===== config.mk =====
export PLATFORM = sky130hd
export DESIGN_NAME = icache
export DESIGN_NICKNAME = d
export VERILOG_FILES = /design/src/rtl/cpu_types_pkg.sv /design/src/rtl/icache.sv
export SDC_FILE = /design/constraint.sdc
export NUM_CORES = 1
export LEC_CHECK = 0
export ABC_AREA = 1
export CORE_MARGIN = 2
export CORE_UTILIZATION = 60
export CTS_CLUSTER_DIAMETER = 150
export DETAILED_ROUTE_END_ITERATION = 7
export PLACE_DENSITY_LB_ADDON = 0.12
export REMOVE_ABC_BUFFERS = 1
export SETUP_SLACK_MARGIN = 0.1
export SLEW_MARGIN = 20
export SYNTH_ARGS = -nofsm -noshare
export SYNTH_HDL_FRONTEND = slang
export SYNTH_SLANG_ARGS = --single-unit
export TNS_END_PERCENT = 100

===== constraint.sdc =====
create_clock -name CLK -period 4.8 [get_ports CLK]
set_clock_uncertainty 0.05 [all_clocks]
set_input_delay 0.96 -clock CLK [delete_from_list [all_inputs] [get_ports CLK]]
set_output_delay 0.96 -clock CLK [all_outputs]
set_load 0.02 [all_outputs]

===== src/rtl/cpu_types_pkg.sv =====
// Shared CPU types: data word, instruction-cache address view and FSM states.
package cpu_types_pkg;

  typedef logic [31:0] word_t;

  // Default icache geometry (16 frames); icachef_t describes that split.
  localparam int unsigned ICACHE_IDX_W = 4;
  localparam int unsigned ICACHE_TAG_W = 30 - ICACHE_IDX_W;

  typedef struct packed {
    logic [ICACHE_TAG_W-1:0] tag;
    logic [ICACHE_IDX_W-1:0] idx;
    logic [1:0]              bytoff;
  } icachef_t;

  typedef enum logic {
    IDLE  = 1'b0,
    FETCH = 1'b1
  } icstate_t;

endpackage


===== src/rtl/icache.sv =====
// Direct-mapped, read-only, one-word-per-frame instruction cache.
// Hits are combinational in IDLE; a miss latches the address and fetches it
// from the memory controller, filling the frame when iwait drops.
module icache
  import cpu_types_pkg::*;
#(
  parameter int unsigned NSETS = 16
) (
  input  logic        CLK,
  input  logic        nRST,
  input  logic        imemREN,
  input  logic [31:0] imemaddr,
  output logic        ihit,
  output logic [31:0] imemload,
  output logic        iREN,
  output logic [31:0] iaddr,
  input  logic        iwait,
  input  logic [31:0] iload
);

  localparam int unsigned IW = $clog2(NSETS);
  localparam int unsigned TW = 30 - IW;

  logic [NSETS-1:0] valid;
  logic [TW-1:0]    tags [NSETS];
  word_t            data [NSETS];

  icstate_t state;
  word_t    missaddr;

  logic [IW-1:0] idx, midx;
  logic [TW-1:0] tag, mtag;
  logic          fill;

  assign idx  = imemaddr[IW+1:2];
  assign tag  = imemaddr[31:IW+2];
  assign midx = missaddr[IW+1:2];
  assign mtag = missaddr[31:IW+2];
  assign fill = (state == FETCH) && !iwait;

  // Hit detection and datapath/memory-side outputs
  always_comb begin
    ihit     = (state == IDLE) && imemREN && valid[idx] && (tags[idx] == tag);
    imemload = ihit ? data[idx] : '0;
    iREN     = (state == FETCH);
    iaddr    = iREN ? missaddr : '0;
  end

  // FSM, valid bits and miss-address register (async active-low reset)
  always_ff @(posedge CLK or negedge nRST) begin
    if (!nRST) begin
      state    <= IDLE;
      valid    <= '0;
      missaddr <= '0;
    end else begin
      case (state)
        IDLE: begin
          if (imemREN && !ihit) begin
            missaddr <= imemaddr;
            state    <= FETCH;
          end
        end
        FETCH: begin
          if (!iwait) begin
            valid[midx] <= 1'b1;
            state       <= IDLE;
          end
        end
        default: state <= IDLE;
      endcase
    end
  end

  // Frame tag/data storage; only valid bits need reset
  always_ff @(posedge CLK) begin
    if (fill) begin
      tags[midx] <= mtag;
      data[midx] <= iload;
    end
  end

endmodule


# ---- Word level (Yosys, flattened, before mapping)
# Memories as Yosys holds them, arrays and structs flattened.
# Cells that the tools add are included.
dict set report op_classes {
  order_cmp 3
  n_reduce_logical 10
  eq_ne 1
  bitwise 3
  n_mux 11
}
# cell n
set ops {}
lappend ops {{32-bit two-way mux} 2}
lappend ops {{26-bit == test} 1}
lappend ops {{16-bit OR} 1}
lappend ops {{4-bit by 5-bit less-than comparator with 1-bit output, second input constant} 2}
lappend ops {{1-bit logical AND} 6}
lappend ops {{1-bit two-way mux} 6}
lappend ops {{1-bit binary-select mux with 4-bit select} 1}
lappend ops {{1-bit demux with 4-bit select} 1}
lappend ops {{4-bit by 1-bit >= comparator with 1-bit output, second input constant} 1}
lappend ops {{2-bit AND reduction} 2}
lappend ops {{1-bit zero test} 2}
lappend ops {{1-bit NOT} 2}
lappend ops {{1-bit case mux with 2 select lines} 1}
dict set report totals {
  input_bits 68
  word_cells 33
  ram_bits 928
  n_memories 2
  ff_bits 49
  out_inout_bits 66
}
# name words width read_ports rd_clocked_by_memory_dff wr line
set mem_list {}
lappend mem_list {data 16 32 1 0 1 icache.sv:26} ;# word_t data [NSETS];
lappend mem_list {tags 16 26 1 0 1 icache.sv:25} ;# logic [TW-1:0] tags [NSETS];

# ---- Longest topological paths before layout
dict set report logic_depth {
  word_depth 8
  depth_mapped 21
  mapped_depth_nobuf 17
}

# ---- Worst setup path before layout
# OpenSTA, ideal clock, no wires.
dict set report synth_path {
  path_kind {input port to flip-flop}
  startpoint {input port iwait}
  endpoint {memory data[0][0] in the netlist's numbering, enable pin}
  path_stages 3
  arrival_ns 3.724
  setup_slack_ns 0.550
  setup_time_ns 0.475
  cell_sequence {nor2_1 -> nand3_1 -> nor2_1}
}
dict set report synth_via {
  elab_chain_len 4
}
# item line
set synth_rtl {}
lappend synth_rtl {{start: declaration} icache.sv:17} ;# input logic iwait,
lappend synth_rtl {{1-bit zero test} -}
lappend synth_rtl {{1-bit logical AND} icache.sv:39} ;# assign fill = (state == FETCH) && !iwait;
lappend synth_rtl {{1-bit two-way mux} icache.sv:76} ;# if (fill) begin
lappend synth_rtl {{1-bit two-way mux (not written as such)} icache.sv:78} ;# data[midx] <= iload;
lappend synth_rtl {{end: declaration} icache.sv:26}
# No other way between the ends.

# ---- Worst setup path after layout
dict set report layout_path {
  startpoint {input port imemaddr[2]}
  endpoint {output port imemload[1]}
}
dict set report layout_via {
  elab_chain_len 5
  word_cells_on_any_way 8
}
# item line
set layout_rtl {}
lappend layout_rtl {{start: declaration} icache.sv:12} ;# input logic [31:0] imemaddr,
lappend layout_rtl {{parallel branches: the longest is 4 deep, another holds memory 16 x 26 bit} -}
lappend layout_rtl {{32-bit two-way mux (*)} icache.sv:44} ;# imemload = ihit ? data[idx] : '0;
lappend layout_rtl {{end: declaration} icache.sv:14} ;# output logic [31:0] imemload,
# Every way passes the cells marked *. The select of a mux whose other input is x is not followed.

==> flow_metrics.py <==
metrics = {
    "outcome": {
        "status": "finished clean",
    },
    "synth": {
        "syn_inst": 3475,
        "ys_ff_latch": 977,
        "yosys_warnings": 0,
        "synth_compound_area_frac": 0.0641,
        "synth_area_leaders": "edfxtp_1, nand2_1, nand3_1",
        "yosysMostFrequentCell": "nand2_1",
        "synth_seq_area_share": 0.717,
        "synth_top_area_cell": "edfxtp_1",
        "synth_adder_area_share": 0,
        "async_flop_share": 0.0502,
        "syn_avg_cell_area_um2": 11.7,
        "synth_common_cells": "nand2_1, edfxtp_1, nand3_1",
        "synth_edf_count": 928,
        "synth_top_family_by_area": "simple AND/OR/NAND/NOR gates",
        "synth_top_area_frac": 0.687,
        "yosys_most_used_dff": "edfxtp_1",
        "synth-xor-area-share": 0,
        "yosysUniqueCellTypes": 32,
        "syn_area_um2": 40600,
        "muxShareOfSynthArea": 0,
        "synthSimpleGateAreaFrac": 0.164,
    },
    "detailed_routing": {
        "vias_per_cell": 6.10,
        "drtIter0Drc": 3347,
        "first_pass_iters": 6,
        "ant_nets": 0,
        "routed_wl_um": 108000,
        "via_count": 27900,
        "drc_errors": 0,
        "wire_per_inst_um": 23.7,
    },
    "timing": {
        "hold_ws_ns": 0.267,
        "fin_setup_tns_ns": 0,
        "period_needed_ns": 4.58,
        "finalMaxSlewViolations": 0,
        "worst_slew_pin_slew_ns": 1.02,
        "hold_violations": 0,
        "timing.slew.headroom": 0.323,
        "setup_viol": 0,
        "min_period_over_period": 0.954,
        "fmax_ghz": 0.218,
        "setup_slack_ns": 0.223,
        "rsz0062_at_grt": "false",
    },
    "global_route": {
        "grt_max_degree": 129,
        "grt_usage": 0.308,
        "grt_antenna_before_repair": 5,
        "grt_pass1_wl_um": 161000,
        "grt_remaining_overflow": 0,
        "grt_pass1_vias": 26900,
    },
    "final_layout": {
        "num-fill-cells": 4624,
        "syn_to_final_growth_pct": 14.4,
        "multi_input_area_um2": 9390,
        "nets": 3698,
        "final-seq-area_um2": 29100,
        "n_antenna_cell": 0,
        "drive_gt1_frac": 0.0926,
    },
    "die": {
        "die_area_um2": 69700,
        "start_util": 0.605,
        "fp-row-count": 95,
        "die_y_um": 264,
        "fp.dieW_um": 264,
        "io_pins": 134,
        "core_um2": 67000,
    },
    "clocking": {
        "clk_pin_slew_ns": 0.07,
        "ctsHoldBuffers": 0,
        "clock-root-buffer": "clkbuf_16",
        "cts_buffers": 97,
        "cts_buffer_depth": 3,
        "worstSkewPairLatency_ns": 0.65,
        "tritoncts": "done",
        "htree_levels": 3,
        "clkSinkCount": 977,
    },
    "power_and_ir_drop": {
        "max-vdd-ir-drop_uv": 303,
        "leakage_nw": 17.9,
        "powerDensity_nw_per_um2": 409,
        "total_power_mw": 19.0,
    },
    "setup_path": {
        "worstRegToRegCells": 6,
        "worstPathArrival_ns": 3.57,
        "critPathCaptureType": "output port",
        "startpoint_type": "input port",
        "required_ns": 3.79,
        "cp_max_fo": 28,
        "crit_type": "in -> out",
    },
    "flow_run": {
        "drv_cap": 0,
    },
    "placement": {
        "port_buffers": 133,
        "dp_slack_ns": -0.214,
        "gp_congestion": 0.896,
        "dp_hpwl_um": 57400,
    },
    "min_path": {
        "min_path_type": "in -> async",
    },
}
## worst max-delay path, stage by stage
cell and delay (ns):
buf_8 0.14, buf_16 0.21, buf_16 0.19, nand2_1 0.06, nand2_1 0.06, nand2_1 0.04
nand3_1 0.08, nand3_1 0.12, nand2_1 0.12, nand2_1 0.06, nand2_1 0.12, nand2_1 0.11
nor2_1 0.17, nand3_2 0.17, nor2_4 0.23, buf_4 0.16, buf_12 0.15, and3_1 0.19
clkbuf_2 0.17
## area by class of cell
| class | instances | area share |
|---|---|---|
| inverter | 272 | 0.0225 |
| tap | 873 | 0.0235 |
| clock buffer | 125 | 0.0565 |
| multi-input combinational | 2015 | 0.202 |
| sequential | 977 | 0.627 |
| clock inverter | 47 | 0.0103 |
| timing repair buffer | 267 | 0.0585 |
## layer usage
| layer | vias up | routed length, um | GRT usage |
|---|---|---|---|
| li1 | 12400 | - | - |
| met1 | 13700 | 43100 | 0.435 |
| met2 | 1511 | 50700 | 0.489 |
| met3 | 260 | 10800 | 0.0531 |
| met4 | 8 | 3700 | 0.108 |
| met5 | - | 54 | 0 |
## cell families after synthesis
logic type	after synthesis
compound gates	407
simple gates	1608
flops	977
buf+inv	483
## report_power, final
| group | switching, mW | leakage (nW) | internal [mW] |
|---|---|---|---|
| clock network | 3.10 | 1.52 | 4.33 |
| logic | 1.06 | 7.48 | 0.504 |
| registers | 0.272 | 8.94 | 9.75 |
## flip-flops by register name (all words and copies together), names as in the netlist
signal,flops
missaddr,32
iREN,1
data,512
valid,16
tags,416
## per-stage QoR
step,cells,cell area (um2),utilization
2_1_floorplan,3264,39400,-
3_3_place_gp,4399,43400,0.647
3_5_place_dp,4399,43400,0.647
4_1_cts,4573,46500,0.693
5_1_grt,4576,46400,0.693
6_report,4576,46400,0.693
## worst paths after layout
path,from,slack (ns),to
max,imemaddr[2],0.22,imemload[1]
min,nRST,0.27,missaddr[17]
max reg2reg,iREN,1.75,data[7][23]
min reg2reg,valid[12],0.41,valid[12]
max in group asynchronous,nRST,3.48,iREN
min in group CLK,valid[12],0.41,valid[12]
## what timing repair did
action,CTS,global route
gates resized for setup,34,69
setup endpoints to repair,33,33
buffers inserted,2,1
cloned,0,2
pin swaps,2,1
## layout by cell type (no fill, tap or decap), drive strengths merged
cell type / instances
bufinv: 9
and3: 32
o21bai: 1
dfrtp: 49
clkbuf: 159
clkinvlp: 4
nand3: 351
inv: 270
clkdlybuf4s50: 95
clkinv: 36
or3: 21
nand2: 1086
a221oi: 94
dlygate4sd2: 1
a21oi: 224
edfxtp: 928
o21ai: 43
buf: 137
nor2: 107
o211ai: 11
nand3b: 3
or2: 7
a311o: 34
nand4: 1
No activity file was read; power rests on OpenSTA's default activity.
